==> src/rtl/mem_bus_if_pkg.sv <==
// Shared codes for the memory bus adapter: access sizes, FSM states, size helpers.
// No latency: types, constants and pure functions only.
// No backpressure: nothing here is clocked.
package mem_bus_if_pkg;

    typedef enum logic [1:0] {
        SZ_BYTE  = 2'd0,
        SZ_HALF  = 2'd1,
        SZ_WORD  = 2'd2,
        SZ_DWORD = 2'd3
    } mem_size_t;

    typedef enum logic [1:0] {
        IDLE  = 2'd0,
        READ  = 2'd1,
        WRITE = 2'd2,
        RESP  = 2'd3
    } bus_state_t;

    localparam int SIZE_BYTE  = 1;
    localparam int SIZE_HALF  = 2;
    localparam int SIZE_WORD  = 4;
    localparam int SIZE_DWORD = 8;

    function automatic int size_bytes(input mem_size_t sz);
        case (sz)
            SZ_BYTE: return SIZE_BYTE;
            SZ_HALF: return SIZE_HALF;
            SZ_WORD: return SIZE_WORD;
            default: return SIZE_DWORD;
        endcase
    endfunction

    // A double access can never be served by a 32-bit bus, whatever the address.
    function automatic logic misaligned(input mem_size_t sz, input logic [2:0] addr_lo,
                                        input logic wide64);
        case (sz)
            SZ_BYTE: return 1'b0;
            SZ_HALF: return addr_lo[0];
            SZ_WORD: return |addr_lo[1:0];
            default: return !wide64 || (|addr_lo);
        endcase
    endfunction

endpackage

==> src/rtl/mem_bus_if_lane_align.sv <==
// Little-endian lane steering: byteenable, lane-shifted store data, extracted/extended load data.
// Latency: purely combinational.
// No backpressure: caller decides when the outputs are used.
// Ports: size/offset/sign_ext/raw in; byteenable, wdata (raw placed on lanes),
//        rdata (raw lanes at offset moved down to bit 0 and extended) out.
module mem_bus_if_lane_align
    import mem_bus_if_pkg::*;
#(
    parameter int DATA_W = 32,
    localparam int BYTES = DATA_W / 8,
    localparam int OFF_W = $clog2(BYTES)
) (
    input  logic [1:0]        size,
    input  logic [OFF_W-1:0]  offset,
    input  logic              sign_ext,
    input  logic [DATA_W-1:0] raw,
    output logic [BYTES-1:0]  byteenable,
    output logic [DATA_W-1:0] wdata,
    output logic [DATA_W-1:0] rdata
);

    mem_size_t         sz;
    logic [BYTES-1:0]  size_mask;   // low-aligned lanes covered by the access
    logic [DATA_W-1:0] lane_mask;   // size_mask expanded to bits
    logic [DATA_W-1:0] shifted;
    logic              sign_bit;

    assign sz = mem_size_t'(size);

    always_comb begin
        size_mask = '0;
        lane_mask = '0;
        for (int i = 0; i < BYTES; i++) begin
            size_mask[i]         = (i < size_bytes(sz));
            lane_mask[i*8 +: 8]  = {8{size_mask[i]}};
        end
    end

    assign byteenable = size_mask << offset;
    assign wdata      = (raw & lane_mask) << {offset, 3'b000};
    assign shifted    = raw >> {offset, 3'b000};

    // Doubles fill the whole bus, so the mask leaves nothing to extend.
    always_comb begin
        sign_bit = 1'b0;
        case (sz)
            SZ_BYTE: sign_bit = shifted[7];
            SZ_HALF: sign_bit = shifted[15];
            SZ_WORD: sign_bit = shifted[31];
            default: sign_bit = 1'b0;
        endcase
    end

    assign rdata = (shifted & lane_mask) | ({DATA_W{sign_ext & sign_bit}} & ~lane_mask);

endmodule

==> src/rtl/mem_bus_if.sv <==
// Avalon-MM master adapter: one load/store at a time with lane steering, stall hold and timeout.
// Latency: strobe one cycle after accept, response one cycle after the non-stalled strobe cycle.
// Backpressure: req_ready_o only in IDLE; bus signals held stable while avm_waitrequest_i is high.
// Ports: req_* request side (valid/ready), resp_* one-cycle completion, avm_* Avalon-MM master.
module mem_bus_if
    import mem_bus_if_pkg::*;
#(
    parameter int ADDR_W   = 32,
    parameter int DATA_W   = 32,
    parameter int MAX_WAIT = 0
) (
    input  logic                  clk,
    input  logic                  reset_n_i,
    input  logic                  req_valid_i,
    output logic                  req_ready_o,
    input  logic                  req_write_i,
    input  logic [1:0]            req_size_i,
    input  logic                  req_signed_i,
    input  logic [ADDR_W-1:0]     req_addr_i,
    input  logic [DATA_W-1:0]     req_wdata_i,
    output logic                  resp_valid_o,
    output logic [DATA_W-1:0]     resp_rdata_o,
    output logic                  resp_err_o,
    output logic                  busy_o,
    output logic [ADDR_W-1:0]     avm_address_o,
    output logic                  avm_read_o,
    output logic                  avm_write_o,
    input  logic                  avm_waitrequest_i,
    output logic [DATA_W-1:0]     avm_writedata_o,
    output logic [DATA_W/8-1:0]   avm_byteenable_o,
    input  logic [DATA_W-1:0]     avm_readdata_i
);

    localparam int BYTES = DATA_W / 8;
    localparam int OFF_W = $clog2(BYTES);
    localparam int CNT_W = (MAX_WAIT > 0) ? $clog2(MAX_WAIT + 1) : 1;
    // Timeout fires on the stalled cycle that would bring the count to MAX_WAIT.
    localparam logic [CNT_W-1:0] WAIT_LAST = (MAX_WAIT > 0) ? CNT_W'(MAX_WAIT - 1) : '0;

    bus_state_t        state, state_nxt;
    logic [1:0]        size_q;
    logic              signed_q;
    logic [OFF_W-1:0]  off_q;
    logic              err_q;
    logic [CNT_W-1:0]  wait_cnt;
    logic [ADDR_W-1:0] addr_q;
    logic [DATA_W-1:0] wdata_q;
    logic [DATA_W-1:0] rdata_q;
    logic [BYTES-1:0]  be_q;

    logic              idle, strobe, accept, mis, done, timeout;
    logic [1:0]        la_size;
    logic [OFF_W-1:0]  la_off;
    logic              la_sign;
    logic [DATA_W-1:0] la_raw;
    logic [BYTES-1:0]  la_be;
    logic [DATA_W-1:0] la_wdata;
    logic [DATA_W-1:0] la_rdata;

    assign idle    = (state == IDLE);
    assign strobe  = (state == READ) || (state == WRITE);
    assign accept  = idle && req_valid_i;
    assign mis     = misaligned(mem_size_t'(req_size_i), req_addr_i[2:0], DATA_W == 64);
    assign done    = strobe && !avm_waitrequest_i;
    assign timeout = (MAX_WAIT > 0) && strobe && avm_waitrequest_i && (wait_cnt >= WAIT_LAST);

    // One aligner serves both directions: in IDLE it steers the incoming store,
    // during the bus cycle it extracts the load from the registered request.
    assign la_size = idle ? req_size_i                : size_q;
    assign la_off  = idle ? req_addr_i[OFF_W-1:0]     : off_q;
    assign la_sign = idle ? req_signed_i              : signed_q;
    assign la_raw  = idle ? req_wdata_i               : avm_readdata_i;

    mem_bus_if_lane_align #(.DATA_W(DATA_W)) u_lane_align (
        .size       (la_size),
        .offset     (la_off),
        .sign_ext   (la_sign),
        .raw        (la_raw),
        .byteenable (la_be),
        .wdata      (la_wdata),
        .rdata      (la_rdata)
    );

    // State register
    always_ff @(posedge clk or negedge reset_n_i) begin
        if (!reset_n_i) state <= IDLE;
        else            state <= state_nxt;
    end

    // Next-state logic
    always_comb begin
        state_nxt = state;
        case (state)
            IDLE: begin
                if (req_valid_i) begin
                    if (mis)              state_nxt = RESP;
                    else if (req_write_i) state_nxt = WRITE;
                    else                  state_nxt = READ;
                end
            end
            READ, WRITE: begin
                if (done || timeout) state_nxt = RESP;
            end
            default: state_nxt = IDLE;
        endcase
    end

    // Outputs decoded from state; strobes fall with the asynchronous reset.
    always_comb begin
        req_ready_o  = idle;
        busy_o       = !idle;
        avm_read_o   = (state == READ);
        avm_write_o  = (state == WRITE);
        resp_valid_o = (state == RESP);
        resp_err_o   = (state == RESP) && err_q;
    end

    // Request registers, read capture and wait counter
    always_ff @(posedge clk or negedge reset_n_i) begin
        if (!reset_n_i) begin
            size_q   <= '0;
            signed_q <= 1'b0;
            off_q    <= '0;
            addr_q   <= '0;
            be_q     <= '0;
            wdata_q  <= '0;
            rdata_q  <= '0;
            err_q    <= 1'b0;
            wait_cnt <= '0;
        end else if (accept) begin
            size_q   <= req_size_i;
            signed_q <= req_signed_i;
            off_q    <= req_addr_i[OFF_W-1:0];
            addr_q   <= {req_addr_i[ADDR_W-1:OFF_W], {OFF_W{1'b0}}};
            be_q     <= la_be;
            wdata_q  <= req_write_i ? la_wdata : '0;
            rdata_q  <= '0;
            err_q    <= mis;
            wait_cnt <= '0;
        end else if (strobe) begin
            if (done && (state == READ)) rdata_q <= la_rdata;
            if (timeout)                 err_q   <= 1'b1;
            if (avm_waitrequest_i && (wait_cnt != '1)) wait_cnt <= wait_cnt + 1'b1;
        end
    end

    assign avm_address_o    = addr_q;
    assign avm_byteenable_o = be_q;
    assign avm_writedata_o  = wdata_q;
    assign resp_rdata_o     = rdata_q;

endmodule

==> config.mk <==
export PLATFORM = sky130hd
export DESIGN_NAME = mem_bus_if
export DESIGN_NICKNAME = d
export VERILOG_FILES = /design/src/rtl/mem_bus_if_pkg.sv /design/src/rtl/mem_bus_if_lane_align.sv /design/src/rtl/mem_bus_if.sv
export SDC_FILE = /design/constraint.sdc
export NUM_CORES = 1
export LEC_CHECK = 0
export CAP_MARGIN = 5
export CORE_MARGIN = 2
export CORE_UTILIZATION = 40
export CTS_CLUSTER_DIAMETER = 200
export CTS_CLUSTER_SIZE = 10
export DETAILED_ROUTE_END_ITERATION = 7
export PLACE_DENSITY_LB_ADDON = 0.15
export SYNTH_ARGS = -nofsm -noshare
export SYNTH_HDL_FRONTEND = slang
export SYNTH_SLANG_ARGS = --single-unit
==> constraint.sdc <==
create_clock -name clk -period 2.1 [get_ports clk]
set_input_delay 0.21 -clock clk [delete_from_list [all_inputs] [get_ports clk]]
set_output_delay 0.21 -clock clk [all_outputs]
set_load 0.02 [all_outputs]
==> run summary <==
The final antenna diode count is 0. The CTS tree is built. The clock-pin slew on the worst setup and hold paths came out at 0.07 ns.

The die is 121 um wide. The average cell area after synthesis is 10.7 sq um. Routability-driven placement finished with a final weighted congestion of 0.954. At the later pin of the worst-skew pair, clock insertion delay measures 0.36 ns. The number of fill cells came out at 973. For this configuration, the core starts out at a cell density of 0.414. The via count came out at 5,399.

The via count of the first global-routing pass is 5,339. The worst setup path is captured at a flip-flop. The area of the placeable core came out at 13,300 sq um.

The internal power is 0.00927 W. The global-route usage over all layers came out at 0.243. The peak ir drop on the vdd network is 0.000820 V. Walking the worst path, the cells encountered are inv_2, ha_4, buf_6, mux2_2, o211ai_1, a221oi_2, a211oi_4, buf_12, a221o_1.

Static timing analysis puts the maximum clock frequency at 434 MHz. Entering global routing, the biggest net connects 66 pins. The total CTS buffers came out at 9. The category of the critical setup timing path is flip-flop to flip-flop. The number of instances in the synthesized netlist is 516.

The most frequently used flop master after synthesis is dfrtp_1. At the worst endpoint, the required time is 2.39 ns. The clock sink count came out at 106.

Detailed placement ended at an HPWL of 13,600 um. Of the total power, the clock network draws 0.101. The synthesized design spends more area on one cell type than any other, namely dfrtp_1. The max-cap check violation count came out at 0. The final critical path time including I/O delays and setup is 2.31 ns. Yosys printed 0 warnings. The share of post-route cells with drive strength above 1 is 0.297. The share of total power dissipated in sequential elements is 0.217. In this run the clock root is driven by a clkbuf_16.

In this run the count of I/O pins placed on the die edge is 210. The final period utilization came out at 1.10. The distinct cell type count after synthesis came out at 42. Dividing total power by cell area gives a power density of 1700 nW/um^2. The final reports fail on negative setup slack.

The type of the most critical hold path is primary input to async pin. The height of the die is 121 um. The share of synthesized area in the top cell type comes to 0.481.

After synthesis the cells add up to 5520 sq um. The die outline area came out at 14,800 sq um. In this run the remaining antenna-violating nets after routing total 0. The switching component of the power is 0.00672 W. The worst setup path is launched from a flip-flop. The run finished, with violations left. The largest buffer count on any clock path is 2. The total number of nets in the final design is 905. After floorplanning, the core was divided into 42 placement rows. The endpoint arrival time on the critical path is 2.60 ns. After detailed routing, the number of vias per cell comes to 5.53.

After detailed routing, the average wire length per cell comes to 19.5 um. The clock skew after layout came out at 0.00693 ns. The number of pins with negative max-slew slack in the final report came out at 0.

Among all stages on the critical path, the largest delay is contributed by dfrtp_1. The share of the Yosys chip area taken by registers is 0.481. At the placement stage, the worst setup path has a slack of -0.222 ns.

The global-route wire length before repair is 27,700 um. Counting instances in the post-synthesis netlist gives the leading cell types as 106 x dfrtp_1, 71 x nand2_1, 48 x o21ai_0, 45 x mux2_2, 26 x mux2i_1. The final layout contains routed wiring with a total length of 19,000 um. The clock tree synthesis step divided the H-tree into 3 levels. The final worst setup slack came out at -0.206 ns. The first routing iteration left 360 violations. Ranked by total cell area, the synthesized netlist is headed by dfrtp_1 48%, mux2_2 9.2%, nand2_1 4.8%, mux2i_1 4.7%, o21ai_0 4.4%. The area growth from synthesis to layout came out at 69.9%. In this run the worst path has a maximum fanout of 16.

The first detailed-routing pass ran for 5 iterations. For this run, the slowest stage of the critical path takes 0.39 ns. The remaining routing DRC violations came out at 0. The number of endpoints failing setup at the final stage came out at 35.

The number of flip-flops and latches in the synthesized netlist came out at 106. The most numerous cell in the Yosys netlist is dfrtp_1. Setup repair after global routing could not meet its margin everywhere. The total chip power came out at 0.0160 W. After synthesis, the share of flip-flops with an asynchronous set or reset is 1.00.

The worst hold slack after final layout is 0.355 ns. The number of enable-type register cells in the synthesized netlist is 0. The number of antenna violations at the first check in global routing came out at 0.

Summed over all cells, the static leakage comes to 3.99 nW. The share of total power in combinational logic is 0.683. Of the total power, the share spent switching nets is 0.420. For this run the aggregate overflow at the end of global routing stands at 0. The number of I/O port buffers is 207. The final-report hold violation count is 0.
metal layers:
| metal | vias to the layer above | wire, um | track usage |
|---|---|---|---|
| li1 | 2467 | - | - |
| met1 | 2665 | 7670 | 0.306 |
| met2 | 237 | 9430 | 0.402 |
| met3 | 30 | 1580 | 0.0747 |
| met4 | 0 | 348 | 0.0704 |
| met5 | - | 0 | 0 |
layout by cell type, fill, tap and decap left out, drive strengths merged, types with 2 or more instances in the layout:
cell type,n
a21o,2
o22ai,15
inv,15
clkdlybuf4s50,203
clkinvlp,2
a32o,2
o31ai,6
conb,2
clkbuf,13
a221o,23
nand2b,3
dlygate4sd2,3
nand3b,2
o21ai,55
buf,99
nor2,21
and2,5
nor3,11
ha,4
a22o,16
mux2i,29
a21oi,4
o211ai,9
a221oi,10
mux2,53
a22oi,8
nand2,72
dfrtp,106
cells by family after synthesis:
group	Yosys count	synth area share
mux	82	0.170
fa+ha+maj	4	0.00907
simple gates	117	0.0909
flops	106	0.481
compound gates	153	0.199
buf+inv	53	0.0496
other cells	1	0.000679
layout make-up:
class / instances / area, sq um / share of cell area
Clock buffer: 10 / 229 / 0.0244
Clock inverter: 5 / 40.0 / 0.00427
Inverter: 13 / 48.8 / 0.00520
Multi-Input combinational cell: 358 / 3100 / 0.331
Sequential cell: 106 / 2650 / 0.283
Tap cell: 176 / 220 / 0.0235
Timing Repair Buffer: 309 / 3090 / 0.329
sequential cells by signal, summed over array words and instances, names as in the netlist:
register / flops
avm_writedata_o: 32
resp_rdata_o: 32
avm_address_o: 30
avm_byteenable_o: 4
off_q: 2
size_q: 2
state: 2
err_q: 1
signed_q: 1
what timing repair did:
| item | in CTS | in global routing |
|---|---|---|
| pin swaps | 4 | 32 |
| buffers inserted | 6 | 15 |
| resized for setup | 10 | 82 |
| hold buffers | 1 | 0 |
| setup endpoints to repair | 53 | 61 |
| cloned | 0 | 5 |
| hold endpoints to repair | 28 | 0 |
metrics by stage:
| step | instance area, sq um | cells | setup TNS [ns] | util |
|---|---|---|---|---|
| finish | 9380 | 977 | -4.68 | 0.703 |
| global route | 9380 | 977 | -8.11 | 0.703 |
| CTS | 8830 | 959 | -4.79 | 0.662 |
| detailed placement | 8470 | 937 | -5.63 | 0.634 |
| global placement | 8470 | 937 | -4.13 | 0.634 |
| floorplan | 5780 | 517 | -2.56 | - |
power groups by stage:
| stage | Combinational [W] | Clock [W] | Sequential [W] |
|---|---|---|---|
| CTS | 0.00934 | 0.00163 | 0.00346 |
| finish | 0.0109 | 0.00161 | 0.00347 |
| detailed placement | 0.00916 | 0 | 0.00349 |
| global route | 0.0115 | 0.00173 | 0.00357 |
| global placement | 0.00903 | 0 | 0.00346 |
| floorplan | 0.00438 | 0 | 0.00439 |
critical path: cells and delay by family (launching register included):
family | cells | cell delay (ns)
multiplexers | 1 | 0.36
adder cells (fa/ha/maj) | 1 | 0.25
flip-flops | 1 | 0.39
AO/OA/AOI/OAI | 4 | 0.83
buffers and inverters | 3 | 0.41
worst paths after layout:
kind                       cells past startpoint  slack, ns               start                   to
min                                            2       0.36           reset_n_i  avm_writedata_o[12]
min reg2reg                                    2       0.48  avm_writedata_o[6]   avm_writedata_o[6]
min in group clk                               2       0.46      req_addr_i[29]    avm_address_o[29]
max                                            9      -0.21            state[1]     resp_rdata_o[22]
max in group asynchronous                      3       1.05           reset_n_i     resp_rdata_o[31]
max reg2reg                                    9      -0.21            state[1]     resp_rdata_o[22]
No activity file was read; power rests on OpenSTA's default activity.
